--- config.mk ---
export PLATFORM = sky130hd
export DESIGN_NAME = clk_switch_seq
export DESIGN_NICKNAME = d
export VERILOG_FILES = /design/src/rtl/clk_pkg.sv /design/src/rtl/clk_switch_seq_timer.sv /design/src/rtl/clk_switch_seq.sv
export SDC_FILE = /design/constraint.sdc
export NUM_CORES = 1
export LEC_CHECK = 0
export ABC_AREA = 1
export BUFFER_PORTS_ARGS = -buffer_cell sky130_fd_sc_hd__buf_2
export CAP_MARGIN = 40
export CORE_MARGIN = 3
export CORE_UTILIZATION = 59
export CTS_CLUSTER_DIAMETER = 60
export CTS_CLUSTER_SIZE = 14
export DETAILED_ROUTE_END_ITERATION = 12
export GPL_ROUTABILITY_DRIVEN = 0
export PLACE_DENSITY_LB_ADDON = 0.08
export SYNTH_ARGS = -nofsm -noshare
export SYNTH_HDL_FRONTEND = slang
export SYNTH_SLANG_ARGS = --single-unit
--- constraint.sdc ---
create_clock -name clk -period 3.2 [get_ports clk]
set_input_delay 0.64 -clock clk [delete_from_list [all_inputs] [get_ports clk]]
set_output_delay 0.64 -clock clk [all_outputs]
set_load 0.005 [all_outputs]
--- src/rtl/clk_pkg.sv ---
// Shared definitions for the audio clock-source sequencer: FSM states, mux
// select encodings, default timing and small elaboration helpers.
package clk_pkg;

  typedef enum logic [2:0] {
    IDLE      = 3'd0,
    MUTE      = 3'd1,
    GATE_PRE  = 3'd2,
    SETTLE    = 3'd3,
    GATE_POST = 3'd4,
    UNMUTE    = 3'd5
  } state_t;

  localparam logic [2:0] SEL_PLL_OUT2  = 3'd1;
  localparam logic [2:0] SEL_PLL_OUT3  = 3'd2;
  localparam logic [2:0] SEL_PLL_OUT4  = 3'd3;
  localparam logic [2:0] SEL_PLL_OUT5  = 3'd4;
  localparam logic [2:0] SEL_SUB_OUT1  = 3'd5;
  localparam logic [2:0] SEL_SUB_OUTD2 = 3'd6;
  localparam logic [2:0] SEL_SUB_OUTD4 = 3'd7;

  localparam int         DEF_MUTE_CYCLES   = 256;
  localparam int         DEF_GATE_CYCLES   = 16;
  localparam int         DEF_SETTLE_CYCLES = 64;
  localparam int         DEF_LOCK_TIMEOUT  = 65535;
  localparam logic [2:0] DEF_SEL           = SEL_PLL_OUT2;

  function automatic logic is_pll_sel(input logic [2:0] sel);
    return (sel >= SEL_PLL_OUT2) && (sel <= SEL_PLL_OUT5);
  endfunction

  // Select 0 is not a real source; it aliases the first PLL output.
  function automatic logic [2:0] norm_sel(input logic [2:0] sel);
    return (sel == 3'd0) ? SEL_PLL_OUT2 : sel;
  endfunction

  function automatic int cycles_of(input int n);
    return (n < 1) ? 1 : n;
  endfunction

  function automatic int max_of(input int a, input int b);
    return (a > b) ? a : b;
  endfunction

endpackage

--- src/rtl/clk_switch_seq_timer.sv ---
// seq_timer: loadable down-counter that holds at zero; zero_o flags expiry.
// Load takes priority over counting; one cycle from load to new value.
module seq_timer #(
  parameter int W = 8
) (
  input  logic         clk,
  input  logic         rst,
  input  logic         load_i,
  input  logic [W-1:0] load_val_i,
  output logic         zero_o
);

  logic [W-1:0] cnt_q;
  logic [W-1:0] cnt_d;

  always_comb begin
    cnt_d = cnt_q;
    if (load_i) begin
      cnt_d = load_val_i;
    end else if (cnt_q != '0) begin
      cnt_d = cnt_q - W'(1);
    end
  end

  always_ff @(posedge clk) begin
    if (rst) begin
      cnt_q <= '0;
    end else begin
      cnt_q <= cnt_d;
    end
  end

  assign zero_o = (cnt_q == '0);

endmodule

--- src/rtl/clk_switch_seq.sv ---
// Glitch-free audio clock-source switch: mute, gate, reselect, settle/lock, ungate, unmute.
// Latency: MUTE+2*GATE+SETTLE+1 cycles per change; same-source request answers with done next cycle.
// Backpressure: req_ready only in IDLE, requests while busy are dropped; CLK_SWITCH_SEQ_LOCK_TIMEOUT_EN adds a PLL-lock timeout.
module clk_switch_seq
  import clk_pkg::*;
#(
  parameter int         MUTE_CYCLES   = DEF_MUTE_CYCLES,
  parameter int         GATE_CYCLES   = DEF_GATE_CYCLES,
  parameter int         SETTLE_CYCLES = DEF_SETTLE_CYCLES,
  parameter int         LOCK_TIMEOUT  = DEF_LOCK_TIMEOUT,
  parameter logic [2:0] DEFAULT_SEL   = DEF_SEL
) (
  input  logic       clk,
  input  logic       rst,
  input  logic       req_valid,
  input  logic [2:0] req_sel,
  output logic       req_ready,
  input  logic       pll_locked,
  output logic [2:0] clk_sel,
  output logic       clk_en,
  output logic       mute,
  output logic       busy,
  output logic       done,
  output logic       lock_err
);

  localparam int CW = $clog2(max_of(max_of(MUTE_CYCLES, GATE_CYCLES),
                                    max_of(SETTLE_CYCLES, LOCK_TIMEOUT))) + 1;

  localparam logic [CW-1:0] MUTE_LD   = CW'(cycles_of(MUTE_CYCLES) - 1);
  localparam logic [CW-1:0] GATE_LD   = CW'(cycles_of(GATE_CYCLES) - 1);
  localparam logic [CW-1:0] SETTLE_LD = CW'(cycles_of(SETTLE_CYCLES) - 1);
  localparam logic [2:0]    RST_SEL   = norm_sel(DEFAULT_SEL);

  state_t     state_q, state_d;
  logic [2:0] clk_sel_q, clk_sel_d;
  logic [2:0] tgt_q, tgt_d;
  logic       clk_en_q, clk_en_d;
  logic       mute_q, mute_d;
  logic       done_q, done_d;
  logic       init_q;

  logic          accept;
  logic          tmr_load;
  logic [CW-1:0] tmr_val;
  logic          tmr_zero;
  logic          lock_to;

  assign req_ready = (state_q == IDLE);
  assign busy      = !req_ready;
  assign accept    = req_valid && req_ready;

  seq_timer #(.W(CW)) u_tmr (
    .clk       (clk),
    .rst       (rst),
    .load_i    (tmr_load),
    .load_val_i(tmr_val),
    .zero_o    (tmr_zero)
  );

  always_comb begin
    state_d   = state_q;
    clk_sel_d = clk_sel_q;
    tgt_d     = tgt_q;
    clk_en_d  = clk_en_q;
    mute_d    = mute_q;
    done_d    = 1'b0;
    tmr_load  = 1'b0;
    tmr_val   = '0;
    // Reset clears the counter, so the first cycle afterwards loads the startup settle time.
    if (init_q) begin
      tmr_load = 1'b1;
      tmr_val  = SETTLE_LD;
    end else begin
      case (state_q)
        IDLE: begin
          if (accept) begin
            tgt_d = norm_sel(req_sel);
            if (norm_sel(req_sel) == clk_sel_q) begin
              done_d = 1'b1;
            end else begin
              state_d  = MUTE;
              mute_d   = 1'b1;
              tmr_load = 1'b1;
              tmr_val  = MUTE_LD;
            end
          end
        end
        MUTE: begin
          if (tmr_zero) begin
            state_d  = GATE_PRE;
            clk_en_d = 1'b0;
            tmr_load = 1'b1;
            tmr_val  = GATE_LD;
          end
        end
        GATE_PRE: begin
          if (tmr_zero) begin
            state_d   = SETTLE;
            clk_sel_d = tgt_q;
            tmr_load  = 1'b1;
            tmr_val   = SETTLE_LD;
          end
        end
        SETTLE: begin
          if (tmr_zero && (!is_pll_sel(clk_sel_q) || pll_locked || lock_to)) begin
            // Only reachable unlocked via the lock timeout: fall back to the sub clock.
            if (is_pll_sel(clk_sel_q) && !pll_locked) begin
              clk_sel_d = SEL_SUB_OUT1;
            end
            state_d  = GATE_POST;
            tmr_load = 1'b1;
            tmr_val  = GATE_LD;
          end
        end
        GATE_POST: begin
          if (tmr_zero) begin
            state_d  = UNMUTE;
            clk_en_d = 1'b1;
          end
        end
        UNMUTE: begin
          state_d = IDLE;
          mute_d  = 1'b0;
          done_d  = 1'b1;
        end
        default: begin
          state_d = IDLE;
        end
      endcase
    end
  end

  always_ff @(posedge clk) begin
    if (rst) begin
      state_q   <= SETTLE;
      clk_sel_q <= RST_SEL;
      tgt_q     <= RST_SEL;
      clk_en_q  <= 1'b0;
      mute_q    <= 1'b1;
      done_q    <= 1'b0;
      init_q    <= 1'b1;
    end else begin
      state_q   <= state_d;
      clk_sel_q <= clk_sel_d;
      tgt_q     <= tgt_d;
      clk_en_q  <= clk_en_d;
      mute_q    <= mute_d;
      done_q    <= done_d;
      init_q    <= 1'b0;
    end
  end

`ifdef CLK_SWITCH_SEQ_LOCK_TIMEOUT_EN
  localparam logic [CW-1:0] LOCK_LD = CW'(cycles_of(LOCK_TIMEOUT) - 1);

  logic lock_err_q;

  seq_timer #(.W(CW)) u_lock_tmr (
    .clk       (clk),
    .rst       (rst),
    .load_i    (tmr_load && (state_d == SETTLE)),
    .load_val_i(LOCK_LD),
    .zero_o    (lock_to)
  );

  always_ff @(posedge clk) begin
    if (rst) begin
      lock_err_q <= 1'b0;
    end else if (accept) begin
      lock_err_q <= 1'b0;
    end else if ((state_q == SETTLE) && (state_d == GATE_POST) &&
                 is_pll_sel(clk_sel_q) && !pll_locked) begin
      lock_err_q <= 1'b1;
    end
  end

  assign lock_err = lock_err_q;
`else
  assign lock_to  = 1'b0;
  assign lock_err = 1'b0;
`endif

  assign clk_sel = clk_sel_q;
  assign clk_en  = clk_en_q;
  assign mute    = mute_q;
  assign done    = done_q;

endmodule

# [After elaboration in Yosys (flattened, before gate mapping)]
# Index checks and enable logic that the tools add are counted.
[word_totals] register_bits=30 latch_bits=0 mem_bits_rw=0 rom_bits=0 inputBits=7 out_inout_bits=9 wordCells=85 memories=0
[classes] add_sub_neg=1 n_mul=0 div_mod_pow=0 order_cmp=2 eq_ne=13 shifts=0 muxes=37 bitwise_logic=1 reduce_logical=23
[ops] cell="$mux 17" count=2
[ops] cell="$pmux 8 s4" count=1
[ops] cell="$mux 3" count=10
[ops] cell="$mux 8" count=3
[ops] cell="$logic_not 17->1" count=1
[ops] cell="$reduce_bool 17->1" count=1
[ops] cell="$sub 17x1->17 const B" count=1
[ops] cell="$pmux 3 s5" count=1
[ops] cell="$mux 1" count=12
[ops] cell="$ne 2x2->1 const B" count=6
[ops] cell="$mux 4" count=2
[ops] cell="$reduce_and 4->1" count=2
[ops] cell="$reduce_bool 2->1" count=4
[ops] cell="$reduce_and 7->1" count=1
[ops] cell="$eq 3x2->1 const B" count=2
[ops] cell="$eq 3x3->1 const B" count=2
[ops] cell="$logic_not 3->1" count=2
[ops] cell="$mux 6" count=1
[ops] cell="$pmux 1 s2" count=3
[ops] cell="$pmux 3 s2" count=1
[ops] cell="$reduce_and 5->1" count=1
[ops] cell="$logic_and 1x1->1" count=4
[ops] cell="$reduce_or 2->1" count=2
[ops] cell="$eq 3x1->1 const B" count=1
[ops] cell="other kinds (9)" count=11

# [Logic depth before layout (Yosys ltp)]
[depth] ltp_word=9 ltp_mapped=15 ltp_nobuf=15

# [Cells and area by module]
# Synthesis repeated with hierarchy kept, for this count alone.
[hier_totals] hier_cells=307 area_unflattened_um2=1919.3
[modules_own_cells] module="seq_timer" n_inst=1 cells_each=188 area_per_inst_um2=1177.4 seq_area_each_um2=340.3
[modules_own_cells] module="clk_switch_seq" n_inst=1 cells_each=119 area_per_inst_um2=742.0 seq_area_each_um2=260.2

# [Least setup slack after synthesis]
# No wires, ideal clock.
[synth_path] kind="input to register" start="input port req_sel[2]" end="register u_tmr.cnt_q[2]" setup_time_ns=0.110 arrival_time_ns=1.536 required_time_ns=3.090 path_slack_ns=1.553 stages=12 n_path_buf=0 path_cell_list="inv_1 nand2_1 nand2_1 nand2_1 nand2_1 nand2_1 nand2_2 nand4_4 inv_4 nand2_1 nand3_1 inv_1"
[synth_between] elab_chain_len=8 word_cells_on_any_way=13 cone_classes="eq/ne: 1; mux: 10; reduce/logical: 2"
[synth_lines] item="start, declared" line_no="clk_switch_seq.sv:16" text="input logic [2:0] req_sel,"
[synth_lines] item="$logic_not 3->1" line_no="clk_pkg.sv:34" text="return (sel == 3'd0) ? SEL_PLL_OUT2 : sel;"
[synth_lines] item="$mux 3 (*)" line_no="clk_pkg.sv:34"
[synth_lines] item="$eq 3x3->1 (*)" line_no="clk_switch_seq.sv:79" text="if (norm_sel(req_sel) == clk_sel_q) begin"
[synth_lines] item="$mux 8 / $mux 1 (equally long branches)" line_no="clk_switch_seq.sv:79"
[synth_lines] item="$mux 8 / $mux 1 (equally long branches)" line_no="clk_switch_seq.sv:77" text="if (accept) begin"
[synth_lines] item="$pmux 8 s4 / $pmux 1 s3 (equally long branches)" line_no="clk_switch_seq.sv:75" text="case (state_q)"
[synth_lines] item="$mux 8 / $mux 1 (equally long branches)" line_no="clk_switch_seq.sv:71" text="if (init_q) begin"
[synth_lines] item="$mux 17 / $reduce_bool 2->1 (equally long branches)"
[synth_lines] item="end signal, assigned" line_no="clk_switch_seq_timer.sv:29" text="cnt_q <= cnt_d;"
[synth_lines] item="end, declared" line_no="clk_switch_seq_timer.sv:13" text="logic [W-1:0] cnt_q;"
# Mark *: on every way between the ends. The rest lies on a longest branch, timed or not.
# A chain may end at the register's enable or synchronous reset.

# [Worst setup path after layout]
[layout_path] start="register state_q[0]" end="output port req_ready"
[layout_between] elab_chain_len=1
[layout_lines] item="start, declared" line_no="clk_switch_seq.sv:35" text="state_t state_q, state_d;"
[layout_lines] item="start signal, assigned" line_no="clk_switch_seq.sv:144" text="state_q <= state_d;"
[layout_lines] item="$logic_not 3->1" line_no="clk_switch_seq.sv:49" text="assign req_ready = (state_q == IDLE);"
[layout_lines] item="end, declared" line_no="clk_switch_seq.sv:17" text="output logic req_ready,"
# Every way passes these cells.

==> metrics.yaml <==
sta:
  finalCritPeriodShare: 0.598
  finalSetupTns_ns: 0
  finClkSkew_ns: 0.00463
  period_minus_slack_ns: 1.91
  hold_viol: 0
  finalSetupViolations: 0
  rsz0062_at_grt: "false"
  slew_violations: 0
  clock.fmax_mhz: 522
drt:
  drcViolationCount: 0
  wl_per_cell_um: 11.7
  drt_wl_total_um: 3680
  drtIter0Drc: 141
  drt_first_pass_iters: 4
  drtAntennaViolNets: 0
  vias: 1593
  viasPerCell: 5.07
worst_setup_path:
  cp.required_ns: 2.56
  cp.arrival_ns: 1.27
  cp-startpoint: "state_q[0]$_SDFFE_PP1P_"
  start_kind: "flop"
  reg2regPathDepth: 13
  r2r_slack_ns: 1.40
  worst-setup-path-type: "flop to output pin"
  reg2reg_from: "u_tmr.cnt_q[1]$_SDFFE_PP0P_"
  worstSetupEndpointType: "output pin"
  cp_max_fo: 7
  rr_endpoint: "u_tmr.cnt_q[4]$_SDFFE_PP0P_"
worst_hold_path:
  hold_class: "flop to flop"
  holdPathStages: 2
  hold_end: "mute$_SDFFE_PP1P_"
  hp-start: "mute$_SDFFE_PP1P_"
yosys:
  synth_flop_cell: "dfxtp_1"
  yosysWarnings: 0
  avgSynthCellArea_um2: 6.96
  ys_seq_area_frac: 0.327
  syn_area_mm2: 0.00184
  synth_fp_nets: 273
  async_flop_share: 0
  synth_cells: 264
  ys_seq_elements: 30
  synth.top_cell.area_share: 0.327
  synth.distinct_cells: 36
  synthTopCellsByArea: "dfxtp_1 33%, nand2_1 10%, nor2_1 9.6%"
  yosysTopAreaCell: "dfxtp_1"
  synth_edf_count: 0
clocking:
  cts_tree: "built"
  clockBufferDepth: 2
  cts_inserted_buffers: 5
  clk_pin_slew_worst_paths_ns: 0.09
  cts_setup_buffers: 0
  cts.repair.resized: 0
  clk_latency_ns: 0.33
  ctsHtreeMaxLevel: 2
  cts_root_buffer: "clkbuf_4"
  cts_num_sinks: 30
  cts_hold_buf: 0
cells_and_area:
  area_delta_synth_final_pct: 8.31
  diodes: 0
  fillerInstances: 245
  final_nets: 291
  regArea_um2: 601
  fin_area_mm2: 0.00199
  drive_gt1_frac: 0.212
  multiInputGateArea_mm2: 0.00109
grt:
  grt_max_degree: 13
  grt_pass1_vias: 1416
  grt_usage: 0.226
  overflow: 0
  grt_pass1_wl_um: 6390
  antenna_found_initial: 0
place:
  numPortBuffers: 14
  hpwl_um: 2900
  placed_cell_area_mm2: 0.00193
floorplan:
  die-area_mm2: 0.00382
  coreArea_mm2: 0.00285
  die_h_um: 61.8
  io_pins: 16
  die_x_um: 61.8
  start_util: 0.644
  rows: 19
pwr:
  worst_ir_drop_vdd_uv: 374
  power.density_mw_per_mm2: 558
  p_leak_nw: 0.970
status:
  status: "complete, no violations"
flow_run:
  cap_violations: 0
[cell families (layout without fill, tap and decap cells)]
| group | Yosys count | in the layout | share of synthesized area |
|---|---|---|---|
| mux | 1 | 1 | 0.00545 |
| fa+ha+maj | 2 | 2 | 0.0136 |
| other cells | 1 | 1 | 0.00204 |
| simple gates | 162 | 162 | 0.454 |
| compound gates | 19 | 19 | 0.0579 |
| xor+xnor | 13 | 13 | 0.0619 |
| flops | 30 | 30 | 0.327 |
| buf+inv | 36 | 55 | 0.0783 |
[flip-flops by register name, indices dropped and copies added (netlist names)]
register,flops
mute,1
init_q,1
clk_sel,3
tgt_q,3
u_tmr.cnt_q,17
done,1
clk_en,1
state_q,3
[cell usage in the layout (no fill, tap or decap), types with 2 or more instances in the layout]
cell type   n
inv_1      27
nand3_1    21
clkbuf_4    5
nor2_4      4
xnor2_1     5
ha_1        2
nor2_1     47
inv_2       4
nand2_2    10
nand3b_1    4
dfxtp_1    30
o21ai_0     8
buf_2      14
nand2_1    51
nand3_4     2
clkinv_2    2
a21oi_1     7
nor3_1      5
nor2_2      8
nand2_4     2
xor2_1      8
nand4_1     2
[cells in the mapped netlist, types with 2 or more instances]
cell type / instances
nand2_1: 51
nor2_1: 47
dfxtp_1: 30
inv_1: 27
nand3_1: 21
nand2_2: 10
nor2_2: 8
o21ai_0: 8
xor2_1: 8
a21oi_1: 7
nor3_1: 5
xnor2_1: 5
inv_2: 4
nand3b_1: 4
nor2_4: 4
ha_1: 2
nand2_4: 2
nand3_4: 2
nand4_1: 2
[layer usage]
layer | up-vias | track usage | wire length, um
li1 | 872 | - | -
met3 | 6 | 0.0620 | 188
met5 | - | 0 | 0
met1 | 680 | 0.336 | 1960
met2 | 35 | 0.311 | 1490
met4 | 0 | 0.0758 | 48
[how the worst max path moves through the flow]
| stage | depth (start not counted) | to | slack, ns |
|---|---|---|---|
| 2_1_floorplan | 12 | u_tmr.cnt_q[2]$_SDFFE_PP0P_ | 1.55 |
| 3_3_place_gp | 13 | u_tmr.cnt_q[4]$_SDFFE_PP0P_ | 1.33 |
| 3_5_place_dp | 12 | u_tmr.cnt_q[9]$_SDFFE_PP0P_ | 1.29 |
| 4_1_cts | 4 | req_ready | 1.28 |
| 5_1_grt | 4 | req_ready | 1.14 |
| 6_report | 4 | req_ready | 1.29 |
[worst max-delay path: stages, from the launching register on]
cell,delay (ns)
dfxtp_1,0.38
nor2_1,0.22
nand2_2,0.12
inv_1,0.10
buf_2,0.12
[cell type report]
type                       instances  share of cell area
clock buffer                       7              0.0277
multi-input combinational        198               0.549
inverter                          33              0.0641
clock inverter                     1             0.00251
tap                               31              0.0195
sequential                        30               0.302
timing repair buffer              14              0.0352
[per-stage QoR]
step	util	instances	power [mW]	setup WS (ns)	hold WS, ns
after global routing	0.698	314	1.20	1.14	0.503
after detailed placement	0.677	306	0.881	1.29	0.457
after global placement	0.677	306	0.877	1.33	0.462
after floorplan	-	264	0.798	1.55	0.444
final	0.698	314	1.11	1.29	0.479
after CTS	0.698	314	1.12	1.28	0.483
[where the power goes]
part	switching (mW)	internal, mW	total (mW)	leakage (nW)
clock	0.129	0.106	0.235	0.0353
combinational	0.270	0.146	0.416	0.690
sequential	0.0490	0.410	0.459	0.245
total	0.448	0.662	1.11	0.970
No activity file was read; power rests on OpenSTA's default activity.
